`src/rtl/reg_readout_serializer.sv`:
```
// Captures a parallel register word on START and streams it out bit-serially over valid/ready.
// Optional even-parity trailer bit when PARITY_EN is defined.
module reg_readout_serializer #(
   parameter int unsigned WIDTH     = 32,
   parameter bit          MSB_FIRST = 1'b1
) (
   input  logic             CLK,
   input  logic             RESET,
   input  logic [WIDTH-1:0] D,
   input  logic             START,
   input  logic             SREADY,
   output logic             SOUT,
   output logic             SVALID,
   output logic             BUSY,
   output logic             DONE
);

   localparam int unsigned     CW       = $clog2(WIDTH + 1);
   localparam logic [CW-1:0]   CNT_LAST = CW'(WIDTH - 1);

   typedef enum logic [1:0] {
      S_IDLE  = 2'd0,
      S_SHIFT = 2'd1,
      S_FIN   = 2'd3
`ifdef PARITY_EN
      ,
      S_PAR   = 2'd2
`endif
   } state_e;

   state_e           state_q, state_d;
   logic [WIDTH-1:0] shadow_q, shadow_d;
   logic [CW-1:0]    cnt_q, cnt_d;
   logic             sout_q, sout_d;
   logic             svalid_q, svalid_d;
   logic             busy_q, busy_d;
   logic             done_q, done_d;
   logic             accept;
`ifdef PARITY_EN
   logic             par_q, par_d;
`endif

   assign accept = svalid_q & SREADY;

   // State and datapath registers
   always_ff @(posedge CLK) begin
      if (RESET) begin
         state_q  <= S_IDLE;
         shadow_q <= '0;
         cnt_q    <= '0;
         sout_q   <= 1'b0;
         svalid_q <= 1'b0;
         busy_q   <= 1'b0;
         done_q   <= 1'b0;
`ifdef PARITY_EN
         par_q    <= 1'b0;
`endif
      end else begin
         state_q  <= state_d;
         shadow_q <= shadow_d;
         cnt_q    <= cnt_d;
         sout_q   <= sout_d;
         svalid_q <= svalid_d;
         busy_q   <= busy_d;
         done_q   <= done_d;
`ifdef PARITY_EN
         par_q    <= par_d;
`endif
      end
   end

   // Next state; the shadow shifts so the outgoing bit always sits at a fixed end
   always_comb begin
      state_d  = state_q;
      shadow_d = shadow_q;
      cnt_d    = cnt_q;
`ifdef PARITY_EN
      par_d    = par_q;
`endif
      unique case (state_q)
         S_IDLE: begin
            cnt_d = '0;
            if (START) begin
               shadow_d = D;
`ifdef PARITY_EN
               par_d    = ^D;
`endif
               state_d  = S_SHIFT;
            end
         end
         S_SHIFT: begin
            if (accept) begin
               cnt_d = cnt_q + CW'(1);
               if (MSB_FIRST) begin
                  shadow_d = {shadow_q[WIDTH-2:0], 1'b0};
               end else begin
                  shadow_d = {1'b0, shadow_q[WIDTH-1:1]};
               end
               if (cnt_q == CNT_LAST) begin
`ifdef PARITY_EN
                  state_d = S_PAR;
`else
                  state_d = S_FIN;
`endif
               end
            end
         end
`ifdef PARITY_EN
         S_PAR: begin
            if (accept) begin
               state_d = S_FIN;
            end
         end
`endif
         S_FIN: begin
            state_d = S_IDLE;
            cnt_d   = '0;
         end
         default: begin
            state_d = S_IDLE;
            cnt_d   = '0;
         end
      endcase
   end

   // Registered outputs are computed from the upcoming state
   always_comb begin
      sout_d   = 1'b0;
      svalid_d = 1'b0;
      busy_d   = (state_d != S_IDLE);
      done_d   = (state_d == S_FIN);
      unique case (state_d)
         S_SHIFT: begin
            svalid_d = 1'b1;
            sout_d   = MSB_FIRST ? shadow_d[WIDTH-1] : shadow_d[0];
         end
`ifdef PARITY_EN
         S_PAR: begin
            svalid_d = 1'b1;
            sout_d   = par_d;
         end
`endif
         default: begin
            sout_d   = 1'b0;
            svalid_d = 1'b0;
         end
      endcase
   end

   assign SOUT   = sout_q;
   assign SVALID = svalid_q;
   assign BUSY   = busy_q;
   assign DONE   = done_q;

endmodule
```
`config.mk`:
```
export PLATFORM = sky130hd
export DESIGN_NAME = reg_readout_serializer
export DESIGN_NICKNAME = d
export VERILOG_FILES = /design/src/rtl/reg_readout_serializer.sv
export SDC_FILE = /design/constraint.sdc
export NUM_CORES = 1
export LEC_CHECK = 0
export CORE_UTILIZATION = 55
export CTS_BUF_LIST = sky130_fd_sc_hd__clkbuf_8
export CTS_CLUSTER_SIZE = 20
export DETAILED_ROUTE_END_ITERATION = 6
export GPL_TIMING_DRIVEN = 0
export PLACE_DENSITY = 0.88
export SYNTH_ARGS = -nofsm -noshare
export SYNTH_HDL_FRONTEND = slang
export SYNTH_SLANG_ARGS = --single-unit
export TNS_END_PERCENT = 100
```
`constraint.sdc`:
```
create_clock -name CLK -period 3 [get_ports CLK]
set_input_delay 0.45 -clock CLK [delete_from_list [all_inputs] [get_ports CLK]]
set_output_delay 0.45 -clock CLK [all_outputs]
set_load 0.02 [all_outputs]
```
==> impl_metrics.json, run 1 <==
{
  "crit_family": "buffers and inverters",
  "cts.sinks": 44,
  "row_count": 20,
  "ys_seq_area_share_pct": 49.0,
  "grt_use_total_pct": 25.3,
  "num_antenna_cells": 0,
  "clock_latency_ns": 0.30,
  "numCtsBuffers": 5,
  "worst_slew_pin_slew_ns": 0.581,
  "finalSetupTns_ns": 0,
  "ir_drop_mv": 0.355,
  "die_w_microns": 59.2,
  "maxSlewViolCount": 0,
  "crit_required_ns": 2.55,
  "finalHoldViolCount": 0,
  "slowest_delay_ns": 0.67,
  "synthCells": 201,
  "timing.slew.headroom_pct": 60.8,
  "viasPerCell": 5.84,
  "p_total_mw": 1.13,
  "antenna_left": 0,
  "hold_buffers": 0,
  "tritoncts": "done",
  "fmax_ghz": 0.515,
  "synth_top_area_share_pct": 49.0,
  "synth_ff_type": "dfxtp_1",
  "async_reset_ff_share_pct": 0,
  "synth_simple_gate_area_share_pct": 18.4,
  "critPathCaptureType": "output port",
  "dr.pass1.iters": 5,
  "cp-start-kind": "flop",
  "antenna_found_initial": 0,
  "hp-class": "reg2reg",
  "grt_max_degree": 13,
  "mostFrequentLayoutCells": "dfxtp_1 (44), clkdlybuf4s50_1 (38), a21oi_1 (35), nand3_1 (34), a22oi_1 (30)",
  "synth-edff-count": 0,
  "core-area_sq_mm": 0.00308,
  "cpMaxStageDelayCell": "clkdlybuf4s50_1",
  "nNetsFinal": 283,
  "skew_ns": 0.00386,
  "synthTopCellsByArea": "dfxtp_1 (49%), a22oi_1 (13%), a21oi_1 (9.7%)",
  "layout_commonest_cell": "dfxtp_1",
  "synth_compound_gate_area_share_pct": 26.0,
  "drt-total-wl_mm": 4.02,
  "period_needed_ns": 1.94,
  "routedWlPerCell_microns": 13.9,
  "die_area_sq_mm": 0.00350,
  "power-per-cell-area_mw_per_mm2": 489,
  "grt_pass1_vias": 1528,
  "cap_viol_max_count": 0,
  "dp.cells": 283,
  "clk_pin_slew_ns": 0.08,
  "cts.htree.levels": 2,
  "final_layout_size_suffix_gt1_share_pct": 8.54,
  "drt_iter0_markers": 97,
  "path_buf_inv": 1,
  "path_cells": "clkdlybuf4s50_1",
  "gp_congestion": 0.749,
  "criticalPathCategory": "reg2out",
  "yosysUniqueCellTypes": 33,
  "grt-ovfl-total": 0,
  "synth-seq-cells": 44,
  "synthXorXnorAreaFrac_pct": 0.974,
  "critical_path_peak_fanout": 9,
  "io_buffers": 38,
  "place_hpwl_mm": 2.66,
  "grt_pass1_wl_mm": 6.64,
  "syn_area_sq_mm": 0.00180,
  "postCtsSetupBuffers": 0,
  "rsz0062_at_grt": "no",
  "p_leak_nw": 0.810,
  "ys_warn_count": 0,
  "synth_top_family_by_area": "compound AO/OA/AOI/OAI gates",
  "io_pins": 40,
  "area_growth_pct": 28.5,
  "vias": 1694,
  "outcome": "finished, final reports clean",
  "synthAdderAreaFrac_pct": 0.696,
  "fin_cells": 290,
  "syn_avg_cell_area_sq_um": 8.95,
  "cts-root-buf": "clkbuf_8",
  "finalCritPeriodShare_pct": 64.7,
  "postCtsResizedCells": 0,
  "initial_utilization_pct": 58.4,
  "muxShareOfSynthArea_pct": 0,
  "drc": 0,
  "synth_nets": 238,
  "yosysTopAreaCell": "dfxtp_1",
  "clockBufferDepth": 2,
  "arrival_ns": 1.49,
  "die_h_microns": 59.2,
  "setup_viol": 0,
  "hold_ws_ns": 0.467
}
## flip-flops by register name, indices dropped and copies added (netlist names)
signal    count
SVALID        1
BUSY          1
SOUT          1
DONE          1
state_q       2
cnt_q         6
shadow_q     32
## report_power, final
| part | leakage [nW] | total [mW] | internal (mW) | switching, mW |
|---|---|---|---|---|
| combinational | 0.404 | 0.151 | 0.0793 | 0.0719 |
| sequential | 0.361 | 0.632 | 0.614 | 0.0184 |
| clock | 0.0452 | 0.346 | 0.155 | 0.191 |
## Yosys cell counts (all sizes together), types with 2 or more instances
library cell,number
a21oi,36
buf,12
inv,3
a22oi,30
nor2b,3
o21ai,2
xor2,2
a211oi,2
nor2,4
or3,3
dfxtp,44
clkbuf,6
nand2,4
nand2b,2
nand3,34
## metrics by stage
step	utilization, %	instance area, sq um	worst slack, ns
6_report	75.1	2310	1.06
5_1_grt	75.1	2310	1.02
4_1_cts	75.1	2310	1.07
3_5_place_dp	72.6	2230	0.992
3_3_place_gp	72.6	2230	1.03
2_1_floorplan	-	1800	1.62
## area by class of cell
cell class / count / area, sq um
clock inverters: 2 / 8.76
repair buffers: 38 / 380
well taps: 44 / 55.1
multi-input cells: 136 / 827
fillers: 258 / 767
flip-flops and latches: 44 / 881
inverters: 3 / 11.3
plain buffers: 18 / 78.8
clock buffers: 5 / 68.8
## cell families (layout without fill, tap and decap cells)
| group | after synthesis | after routing |
|---|---|---|
| adders and majority gates | 1 | 1 |
| DFF | 44 | 44 |
| xor gates and xnor gates | 2 | 2 |
| buffers and inverters | 21 | 66 |
| and+or+nand+nor | 59 | 59 |
| AOI/OAI and AO/OA | 74 | 74 |
## per-layer routing
layer	part of all wire [%]	vias to the layer above	track usage (%)
li1	-	841	-
met1	45	789	31.8
met2	48	55	41.2
met3	4.7	9	6.33
met4	1.8	0	10.5
met5	0	-	0
## worst paths after layout
kind	from	to	slack, ns	cells past startpoint
worst max-delay path	SVALID	SVALID	1.06	1
worst min-delay path	shadow_q[3]	shadow_q[3]	0.47	2
worst max register to register	state_q[1]	shadow_q[25]	1.58	4
worst min register to register	shadow_q[3]	shadow_q[3]	0.47	2
No activity file was read; power rests on OpenSTA's default activity.
==> run 2: changes to the inputs <==
CORE_UTILIZATION = 51   (was 55)
PLACE_DENSITY = 0.83   (was 0.88)
clock period = 1.8 ns   (was 3 ns; I/O delays follow)
==> impl_metrics.json, run 2 (synthesis gave the netlist of run 1 again) <==
{
  "nNetsFinal": 283,
  "final_layout_size_suffix_gt1_share_pct": 8.94,
  "crit_required_ns": 1.53,
  "num_antenna_cells": 0,
  "hold_ws_ns": 0.319,
  "path_cells": "clkdlybuf4s50_1",
  "cts.sinks": 44,
  "met2_usage_pct": 37.1,
  "grt_pass1_vias": 1430,
  "antenna_found_initial": 0,
  "p_leak_nw": 0.810,
  "grt-ovfl-total": 0,
  "vias": 1675,
  "tritoncts": "done",
  "finalSetupTns_ns": 0,
  "largest_reg_flops": 32,
  "arrival_ns": 1.36,
  "postCtsResizedCells": 0,
  "outcome": "finished, final reports clean",
  "fin_area_sq_mm": 0.00231,
  "finalHoldViolCount": 0,
  "clk_pin_slew_ns": 0.08,
  "initial_utilization_pct": 53.5,
  "pwr-share-seq_pct": 56.2,
  "clockBufferDepth": 2,
  "cap_viol_max_count": 0,
  "period_needed_ns": 1.63,
  "hold_buffers": 0,
  "dr.pass1.iters": 4,
  "crit_family": "buffers and inverters",
  "io_pins": 40,
  "maxSlewViolCount": 0,
  "grt_busiest_layer": "met2",
  "worst_slew_pin_slew_ns": 0.473,
  "gp_congestion": 0.755,
  "switching_power_mw": 0.464,
  "die_h_microns": 61.4,
  "setup_viol": 0,
  "switching_share_pct": 24.7,
  "cts.htree.levels": 2,
  "die_area_sq_mm": 0.00377,
  "place_area_sq_mm": 0.00224,
  "clock_latency_ns": 0.29,
  "gr-usage-met1_pct": 26.9,
  "drt-total-wl_mm": 4.00,
  "reg_top3": "shadow_q: 32 flops, cnt_q: 6 flops, state_q: 2 flops",
  "hp-class": "in2reg",
  "die_w_microns": 61.4,
  "timing.slew.headroom_pct": 68.1,
  "io_buffers": 38,
  "path_buf_inv": 1,
  "grt_max_degree": 13,
  "routedWlPerCell_microns": 13.7,
  "power-per-cell-area_mw_per_mm2": 811,
  "use_met3_pct": 5.04,
  "antenna_left": 0,
  "drt_iter0_markers": 150,
  "fmax_ghz": 0.613,
  "drc": 0,
  "core-area_sq_mm": 0.00336,
  "critical_path_peak_fanout": 9,
  "slowest_delay_ns": 0.63,
  "rsz0062_at_grt": "no",
  "grt_pass1_wl_mm": 6.07,
  "grt_use_total_pct": 21.9,
  "cpMaxStageDelayCell": "clkdlybuf4s50_1",
  "p_total_mw": 1.88,
  "row_count": 21,
  "ir_drop_mv": 0.480,
  "mostFrequentLayoutCells": "dfxtp_1 (43), clkdlybuf4s50_1 (38), a21oi_1 (35), nand3_1 (34), a22oi_1 (30)",
  "cellInternalPower_mw": 1.41,
  "postCtsSetupBuffers": 0,
  "place_hpwl_mm": 2.75,
  "p_clk_share_pct": 30.5,
  "cp-start-kind": "flop",
  "viasPerCell": 5.74,
  "numCtsBuffers": 5,
  "area_growth_pct": 28.7,
  "cts-root-buf": "clkbuf_8",
  "criticalPathCategory": "reg2out",
  "regMostFlops": "shadow_q",
  "layout_commonest_cell": "dfxtp_1",
  "skew_ns": 0.00595,
  "critPathCaptureType": "output port",
  "finalCritPeriodShare_pct": 90.6,
  "fin_cells": 292,
  "dp.cells": 285,
  "power_frac_comb_pct": 13.3
}
-- run 2: cell counts in the layout (fill, tap and decap cells not counted) --
No cell type changed its count.
-- run 2: stage by stage --
| step | util [%] | setup slack, ns |
|---|---|---|
| 2_1_floorplan | - | 0.418 |
| 4_1_cts | 68.8 | 0.0440 |
| 3_5_place_dp | 66.5 | -0.0429 |
| 5_1_grt | 68.8 | 0.0888 |
| 6_report | 68.8 | 0.170 |
| 3_3_place_gp | 66.5 | 0.0132 |
-- run 2: area by class of cell --
type                    instances  area (sq um)
fillers                       310          1050
flip-flops and latches         44           882
multi-input cells             136           827
repair buffers                 38           380
plain buffers                  18          78.8
clock buffers                   5          68.8
well taps                      46          57.6
inverters                       3          11.3
clock inverters                 2          8.76
-- run 2: power groups by stage --
stage / Sequential (mW) / Clock (mW) / Combinational, mW
after floorplan: 1.07 / 0 / 0.126
after global placement: 1.07 / 0 / 0.245
after detailed placement: 1.08 / 0 / 0.249
after CTS: 1.05 / 0.576 / 0.251
after global routing: 1.06 / 0.608 / 0.273
final: 1.06 / 0.573 / 0.250
-- run 2: path summary, 6_finish.rpt --
| kind | endpoint | slack, ns | cells after the start | start |
|---|---|---|---|---|
| worst min register to register | shadow_q[5] | 0.47 | 2 | shadow_q[5] |
| worst max-delay path | SVALID | 0.17 | 1 | SVALID |
| worst min-delay path | shadow_q[28] | 0.32 | 2 | RESET |
| worst max register to register | shadow_q[23] | 0.38 | 4 | state_q[1] |
-- run 2: routing by layer --
layer / up-vias / wire, microns
met2: 41 / 1960
met1: 787 / 1810
met5: - / 0
met3: 7 / 177
li1: 840 / -
met4: 0 / 51
==> run 3: changes to the inputs <==
CORE_ASPECT_RATIO = 0.6   (was default)
==> impl_metrics.json, run 3 (synthesis gave the netlist of run 1 again) <==
{
  "outcome": "finished, final reports clean",
  "met3_length_microns": 291,
  "row_count": 16,
  "maxSlewViolCount": 0,
  "clock_latency_ns": 0.29,
  "viasPerCell": 5.81,
  "die_area_sq_mm": 0.00377,
  "dr.pass1.iters": 5,
  "routedWlPerCell_microns": 13.9,
  "skew_ns": 0.00396,
  "nNetsFinal": 283,
  "final_layout_size_suffix_gt1_share_pct": 8.50,
  "criticalPathCategory": "reg2out",
  "ir_drop_mv": 0.570,
  "drt-total-wl_mm": 4.06,
  "io_pins": 40,
  "grt_max_degree": 13,
  "r2r_start": "state_q[1]",
  "setup_viol": 0,
  "cpMaxStageDelayCell": "clkdlybuf4s50_1",
  "r2r_end": "shadow_q[11]",
  "finalHoldViolCount": 0,
  "grt_pass1_vias": 1374,
  "fin_util_pct": 70.4,
  "switching_power_mw": 0.460,
  "timing.slew.headroom_pct": 68.4,
  "hold_buffers": 0,
  "cts.sinks": 44,
  "cellInternalPower_mw": 1.46,
  "nFillCells": 296,
  "regMostFlops": "shadow_q",
  "top_layer": "met4",
  "switching_share_pct": 24.0,
  "core-area_sq_mm": 0.00330,
  "antenna_left": 0,
  "arrival_ns": 1.43,
  "crit_required_ns": 1.53,
  "io_buffers": 38,
  "path_cells": "clkdlybuf4s50_1",
  "period_needed_ns": 1.70,
  "initial_utilization_pct": 54.4,
  "vias": 1697,
  "power_frac_comb_pct": 13.1,
  "dp.cells": 284,
  "hp-class": "in2reg",
  "place_ws_ns": -0.0308,
  "fin_ws_ns": 0.104,
  "die_h_microns": 48.0,
  "worst_slew_pin_slew_ns": 0.473,
  "antenna_found_initial": 0,
  "p_total_mw": 1.92,
  "place_hpwl_mm": 2.77,
  "die_w_microns": 78.7,
  "path_buf_inv": 1,
  "finalCritPeriodShare_pct": 94.2,
  "cp-start-kind": "flop",
  "layout_commonest_cell": "dfxtp_1",
  "critical_path_peak_fanout": 9,
  "clockBufferDepth": 2,
  "drc": 0,
  "reg_top3": "shadow_q: 32 flops, cnt_q: 6 flops, state_q: 2 flops",
  "cts.htree.levels": 2,
  "crit_family": "buffers and inverters",
  "r2r_cells": 4,
  "hold_path_depth": 2,
  "area_growth_pct": 29.3,
  "p_clk_share_pct": 31.9,
  "met2_wirelength_mm": 1.68,
  "worstHoldStart": "RESET",
  "worstHoldEndpoint": "shadow_q[28]",
  "power-per-cell-area_mw_per_mm2": 824,
  "pwr-share-seq_pct": 55.0,
  "critPathCaptureType": "output port",
  "rsz0062_at_grt": "no",
  "p_leak_nw": 0.819,
  "tritoncts": "done",
  "slowest_delay_ns": 0.66,
  "reg2reg_slack_ns": 0.34,
  "clk_pin_slew_ns": 0.08,
  "largest_reg_flops": 32,
  "drt_iter0_markers": 155,
  "numCtsBuffers": 5,
  "postCtsResizedCells": 0,
  "num_antenna_cells": 0,
  "grt_pass1_wl_mm": 6.17,
  "cap_viol_max_count": 0,
  "postCtsSetupBuffers": 0,
  "grt-ovfl-total": 0,
  "cts-root-buf": "clkbuf_8",
  "fmax_ghz": 0.590,
  "wl_met1_mm": 2.07,
  "fin_cells": 292,
  "mostFrequentLayoutCells": "dfxtp_1 (44), clkdlybuf4s50_1 (38), a21oi_1 (35), nand3_1 (34), a22oi_1 (30)",
  "grt_use_total_pct": 21.7,
  "gp_congestion": 0.789
}
run 3: power groups by stage:
stage | clock network, mW | registers [mW] | logic [mW]
floorplan | 0 | 1.07 | 0.126
global placement | 0 | 1.07 | 0.246
detailed placement | 0 | 1.08 | 0.251
CTS | 0.629 | 1.05 | 0.251
global route | 0.667 | 1.06 | 0.276
finish | 0.611 | 1.05 | 0.251
run 3: worst max path at each step:
| stage | depth (start not counted) | to | from |
|---|---|---|---|
| 2_1_floorplan | 3 | cnt_q[5] | SVALID |
| 3_3_place_gp | 6 | shadow_q[2] | START |
| 3_5_place_dp | 5 | shadow_q[0] | SREADY |
| 4_1_cts | 1 | SVALID | SVALID |
| 5_1_grt | 1 | SVALID | SVALID |
| 6_report | 1 | SVALID | SVALID |
run 3: stage by stage:
stage                     instance area, sq um  TNS (ns)  hold WS (ns)
after CTS                                 2320         0         0.320
after floorplan                           1800         0         0.406
after global placement                    2230         0         0.455
after detailed placement                  2230    -0.295         0.459
final                                     2320         0         0.321
after global routing                      2320         0         0.365
run 3: layout make-up:
cell class | instances | area [sq um] | area share, %
Sequential cell | 44 | 881 | 37.9
Tap cell | 45 | 56.3 | 2.42
Timing Repair Buffer | 38 | 380 | 16.4
Clock buffer | 6 | 82.6 | 3.55
Multi-Input combinational cell | 136 | 827 | 35.6
Clock inverter | 2 | 7.51 | 0.323
Buffer | 18 | 78.8 | 3.39
Inverter | 3 | 11.3 | 0.484
run 3: layer usage:
metal	GRT usage, %	vias to the layer above
met5	0	-
met4	6.30	0
met3	5.90	5
met2	31.1	58
met1	31.9	790
li1	-	844
